$ cat config.mk
export PLATFORM = sky130hd
export DESIGN_NAME = dac_frame_scheduler
export DESIGN_NICKNAME = d
export VERILOG_FILES = /design/src/rtl/dac_frame_scheduler.sv
export SDC_FILE = /design/constraint.sdc
export NUM_CORES = 1
export LEC_CHECK = 0
export CAP_MARGIN = 5
export CORE_UTILIZATION = 57
export CTS_BUF_LIST = sky130_fd_sc_hd__clkbuf_16
export CTS_CLUSTER_DIAMETER = 150
export DETAILED_ROUTE_END_ITERATION = 8
export PLACE_DENSITY = 0.91
export SLEW_MARGIN = 20
export SYNTH_ARGS = -nofsm -noshare
export SYNTH_HDL_FRONTEND = slang
export SYNTH_SLANG_ARGS = --single-unit
export TNS_END_PERCENT = 10
$ cat constraint.sdc
create_clock -name clock_in -period 2.7 [get_ports clock_in]
set_input_delay 0.405 -clock clock_in [delete_from_list [all_inputs] [get_ports clock_in]]
set_output_delay 0.405 -clock clock_in [all_outputs]
set_load 0.005 [all_outputs]
$ cat src/rtl/dac_frame_scheduler.sv
// dac_frame_scheduler
// Once per sample period, snapshots the per-channel samples loaded by the
// upstream producers and issues one MAX5134 write frame per pending, enabled
// channel (A..D in that order) to the SPI serializer. Each frame is allowed
// to finish (dac_busy low) before the next one is started.
module dac_frame_scheduler #(
   parameter int         SAMPLE_INTERVAL = 2015,
   parameter logic [3:0] CMD_WRITE_THRU  = 4'b0011,
   parameter int         MIN_GAP         = 2
) (
   input  logic        clock_in,
   input  logic        reset,
   input  logic [63:0] ch_data,
   input  logic [3:0]  ch_load,
   input  logic [3:0]  ch_enable,
   input  logic        dac_busy,
   output logic [23:0] dac_data,
   output logic        send,
   output logic        sample_tick,
   output logic        overrun,
   output logic        active
);

   localparam int TW = (SAMPLE_INTERVAL > 1) ? $clog2(SAMPLE_INTERVAL + 1) : 1;
   localparam int GW = (MIN_GAP > 1) ? $clog2(MIN_GAP + 1) : 1;

   typedef enum logic [1:0] {
      ST_IDLE,
      ST_SCAN,
      ST_SEND,
      ST_WAIT
   } state_t;

   logic [TW-1:0]     r_timer;
   logic              w_tick;
   logic              w_snap;
   logic [3:0]        r_pending;
   logic [3:0][15:0]  r_data_reg;
   logic [3:0][15:0]  r_shadow;
   logic [3:0]        r_send_mask;
   state_t            r_state;
   logic [GW-1:0]     r_gap;
   logic [23:0]       r_dac_data;
   logic              r_send;
   logic              r_overrun;
   logic              r_active;
   logic [1:0]        w_sel_idx;
   logic [3:0]        w_sel_onehot;

   assign w_tick = (r_timer == TW'(SAMPLE_INTERVAL));
   // A tick only starts a new period when the previous one has fully drained.
   assign w_snap = w_tick && (r_state == ST_IDLE);

   // Free-running sample-period timer; wraps on the tick cycle.
   always_ff @(posedge clock_in) begin
      if (reset) begin
         r_timer <= '0;
      end else if (w_tick) begin
         r_timer <= '0;
      end else begin
         r_timer <= r_timer + 1'b1;
      end
   end

   // Latch producer samples; a load on the snapshot cycle belongs to the next period.
   always_ff @(posedge clock_in) begin
      if (reset) begin
         r_data_reg <= '0;
         r_pending  <= '0;
      end else begin
         for (int i = 0; i < 4; i++) begin
            if (ch_load[i]) begin
               r_data_reg[i] <= ch_data[16*i +: 16];
            end
         end
         if (w_snap) begin
            r_pending <= ch_load;
         end else begin
            r_pending <= r_pending | ch_load;
         end
      end
   end

   // Lowest set bit of the remaining send mask gives fixed A..D ordering.
   always_comb begin
      w_sel_idx = 2'd0;
      for (int i = 3; i >= 0; i--) begin
         if (r_send_mask[i]) begin
            w_sel_idx = 2'(i);
         end
      end
   end

   assign w_sel_onehot = 4'b0001 << w_sel_idx;

   // Frame sequencer: snapshot, pick next channel, strobe send, wait for completion.
   always_ff @(posedge clock_in) begin
      if (reset) begin
         r_state     <= ST_IDLE;
         r_shadow    <= '0;
         r_send_mask <= '0;
         r_gap       <= '0;
         r_dac_data  <= '0;
         r_send      <= 1'b0;
         r_overrun   <= 1'b0;
         r_active    <= 1'b0;
      end else begin
         r_send <= 1'b0;
         // A tick that finds the sequencer still busy is dropped and flagged.
         if (w_tick && (r_state != ST_IDLE)) begin
            r_overrun <= 1'b1;
         end
         case (r_state)
            ST_IDLE: begin
               if (w_tick) begin
                  r_shadow    <= r_data_reg;
                  r_send_mask <= r_pending & ch_enable;
                  r_active    <= 1'b1;
                  r_state     <= ST_SCAN;
               end
            end
            ST_SCAN: begin
               if (r_send_mask == 4'b0000) begin
                  r_active <= 1'b0;
                  r_state  <= ST_IDLE;
               end else begin
                  r_dac_data  <= {CMD_WRITE_THRU, w_sel_onehot, r_shadow[w_sel_idx]};
                  r_send_mask <= r_send_mask & ~w_sel_onehot;
                  r_send      <= 1'b1;
                  r_state     <= ST_SEND;
               end
            end
            ST_SEND: begin
               r_gap   <= GW'(MIN_GAP);
               r_state <= ST_WAIT;
            end
            ST_WAIT: begin
               // Busy is ignored until the serializer has had MIN_GAP cycles to raise it.
               if (r_gap != '0) begin
                  r_gap <= r_gap - 1'b1;
               end
               if ((r_gap <= GW'(1)) && !dac_busy) begin
                  r_state <= ST_SCAN;
               end
            end
            default: begin
               r_state <= ST_IDLE;
            end
         endcase
      end
   end

   assign dac_data    = r_dac_data;
   assign send        = r_send;
   assign sample_tick = w_tick;
   assign overrun     = r_overrun;
   assign active      = r_active;

endmodule

==> out/summary.txt <==
status -> complete, no violations
leak pwr -> 0.00316 uW
Core ar. -> 11400 um^2
synth unique cells -> 47
routed vias -> 5683
detailed-route DRC error count -> 0
Reg power frac -> 49.3%
share of cells above drive strength 1 -> 5.57%
clk root buf -> clkbuf_16
Worst EP arrival -> 2.09 ns
Max VDD drop -> 0.474 mV
fin crit period -> 2.50 ns
critical path's top delay family -> buffers and inverters
Clk pwr share -> 45.3%
initial core utilization -> 58.5%
post_cts resized -> 0
CP required -> 2.30 ns
P&R area growth vs syn -> 24.1%
Peak Freq -> 401 MHz
Tcrit/Tclk final -> 92.4%
register area -> 3500 um^2
drt first pass iters -> 8
Crit path buffers/inverters -> 1
Yosys reg bits -> 175
CP max stage delay -> 0.53 ns
1st-iter DRT viols -> 701
# diodes -> 0
post-synthesis sequential area ratio -> 52.4%
final setup violating endpoints -> 0
Fillers -> 818
FP Rows -> 39
CTS Hold Bufs -> 0
clk buf depth -> 2
ranking of synthesized cells by area -> dfxtp_1, mux2i_1, a21oi_1
Yosys warnings -> 0
Worst Tran Pin Value -> 0.690 ns
CP Max Fanout -> 4
worst setup margin -> 0.205 ns
area of the multi-input gates -> 2870 um^2
Power Density -> 660 nW/um^2
Gate power share -> 5.4%
Vias/cell -> 5.86
Main synth FF type -> dfxtp_1
initial antenna violation count -> 0
Setup crit end kind -> output pin
vias in the first global route -> 5332
worst-path cell chain -> ha_1, nand4_1, nor3_2, clkdlybuf4s50_1
HP Class -> primary input to register
average instance area after synthesis -> 9.04 um^2
Sw Ratio -> 20.8%
GRT overflow -> 0
Die Y -> 110 um
DP HPWL -> 10800 um
port bufs -> 100
wire per inst -> 17.2 um
Synth top area share -> 52.4%
P_sw -> 1140 uW
Max-Cap Viols -> 0
Setup TNS -> 0 ns
crit start category -> register
gpl congestion -> 0.845
Max Slew Vio Count -> 0
die area -> 12200 um^2
Clock transition at path regs -> 0.06 ns
CTS tree -> done
Worst slew margin -> 54.0%
post-route ant nets -> 0
Tot GR Track Use -> 28.4%
cell taking the most area after synthesis -> dfxtp_1
largest net degree at the start of global routing -> 108
RSZ-0062 raised after global routing -> no
clk sink count -> 175
H-tree levels -> 4
Total Nets Final -> 899
global-route wire length before repair -> 26000 um
asr flop ratio synth -> 0%
Fin. Hold Viols -> 0
Post-Syn Area -> 6680 um^2
CP max stage cell -> clkdlybuf4s50_1
Worst-Skew Late Latency -> 0.43 ns
pre-CTS WS -> 0.665 ns
Die Width -> 110 um
Post-Synthesis Cells -> 739
clock skew -> 0.00667 ns
Power Internal -> 4330 uW
setup bufs post-CTS -> 0
WL final -> 16700 um
Num CTS Buffers -> 17
EDFF count, synth -> 0
I/O Pins -> 103
Crit Path Category -> register to output pin
==> synthesized netlist by cell type, types with 3 or more instances <==
cell and instances:
a21oi_1 105, a222oi_1 16, a22oi_1 4, buf_2 10, buf_4 4, buf_6 6, clkbuf_1 34, dfxtp_1 175
ha_1 8, inv_1 10, mux2i_1 66, nand2_1 134, nand3_1 4, nand4_1 7, nor2_1 88, nor2b_1 4
o21ai_0 19, xnor2_1 5, xor2_1 3
==> placed cells by master, fill, tap and decap left out, types with 3 or more instances in the layout <==
master	count
inv_1	13
xnor2_1	5
nand4_1	7
mux2i_1	66
xor2_1	3
nand2_1	134
clkinv_1	3
bufinv_16	4
nor2_1	88
dfxtp_1	175
a21oi_1	105
ha_1	8
a222oi_1	16
nor2b_1	4
o21ai_0	19
clkdlybuf4s50_1	99
buf_4	12
clkbuf_16	17
nand3_1	4
a22oi_1	4
==> worst register-to-register path: stages, from the launching register on <==
cell	delay (ns)
dfxtp_1	0.35
inv_1	0.13
ha_1	0.42
o41a_1	0.55
buf_4	0.23
o21ai_0	0.11
a21oi_1	0.21
==> per-layer routing <==
| layer | track usage, % | up-vias | part of all wire [%] |
|---|---|---|---|
| met5 | 0 | - | 0 |
| met4 | 14.7 | 0 | 4.1 |
| met3 | 6.47 | 55 | 7.8 |
| met2 | 46.1 | 288 | 47 |
| met1 | 35.3 | 2655 | 42 |
| li1 | - | 2685 | - |
==> kinds of logic (layout without fill, tap and decap cells) <==
kind of cell / Yosys count / after routing / synth area share [%]
xor+xnor: 8 / 8 / 1.05
fa+ha+maj: 8 / 8 / 1.50
simple gates: 254 / 254 / 16.0
mux: 66 / 66 / 9.89
compound gates: 161 / 161 / 14.3
flops: 175 / 175 / 52.4
buf+inv: 66 / 152 / 4.79
other cells: 1 / 2 / 0.0561
==> cell type report <==
cell class | count | share of cell area, %
sequential | 175 | 42.3
multi-input combinational | 499 | 34.6
timing repair buffer | 113 | 13.5
clock buffer | 17 | 5.13
tap | 143 | 2.16
clock inverter | 12 | 1.87
inverter | 10 | 0.453
==> through the flow <==
step	total power (uW)	cell area [um^2]	hold WS [ns]	util, %	cells
after floorplan	2890	6690	0.426	-	740
after global placement	3030	7710	0.438	67.5	940
after detailed placement	3040	7710	0.446	67.5	940
after CTS	5470	8290	0.396	72.6	969
after global routing	5610	8290	0.424	72.6	969
final	5470	8290	0.396	72.6	969
==> power groups by stage <==
stage	sequential (uW)	clock, uW	combinational, uW
2_1_floorplan	2730	0	154
4_1_cts	2690	2480	299
3_5_place_dp	2750	0	295
3_3_place_gp	2750	0	285
5_1_grt	2700	2590	324
6_report	2690	2480	298
==> path summary, 6_finish.rpt <==
check / start / endpoint / slack (ns) / depth (start not counted)
setup / recovery: r_timer[0] / sample_tick / 0.20 / 4
hold / removal: reset / r_gap[0] / 0.40 / 2
setup reg to reg: r_state[1] / dac_data[13] / 0.62 / 6
hold reg to reg: r_data_reg[26] / r_shadow[26] / 0.45 / 2
Note: power is estimated with default switching activity, not from simulation.
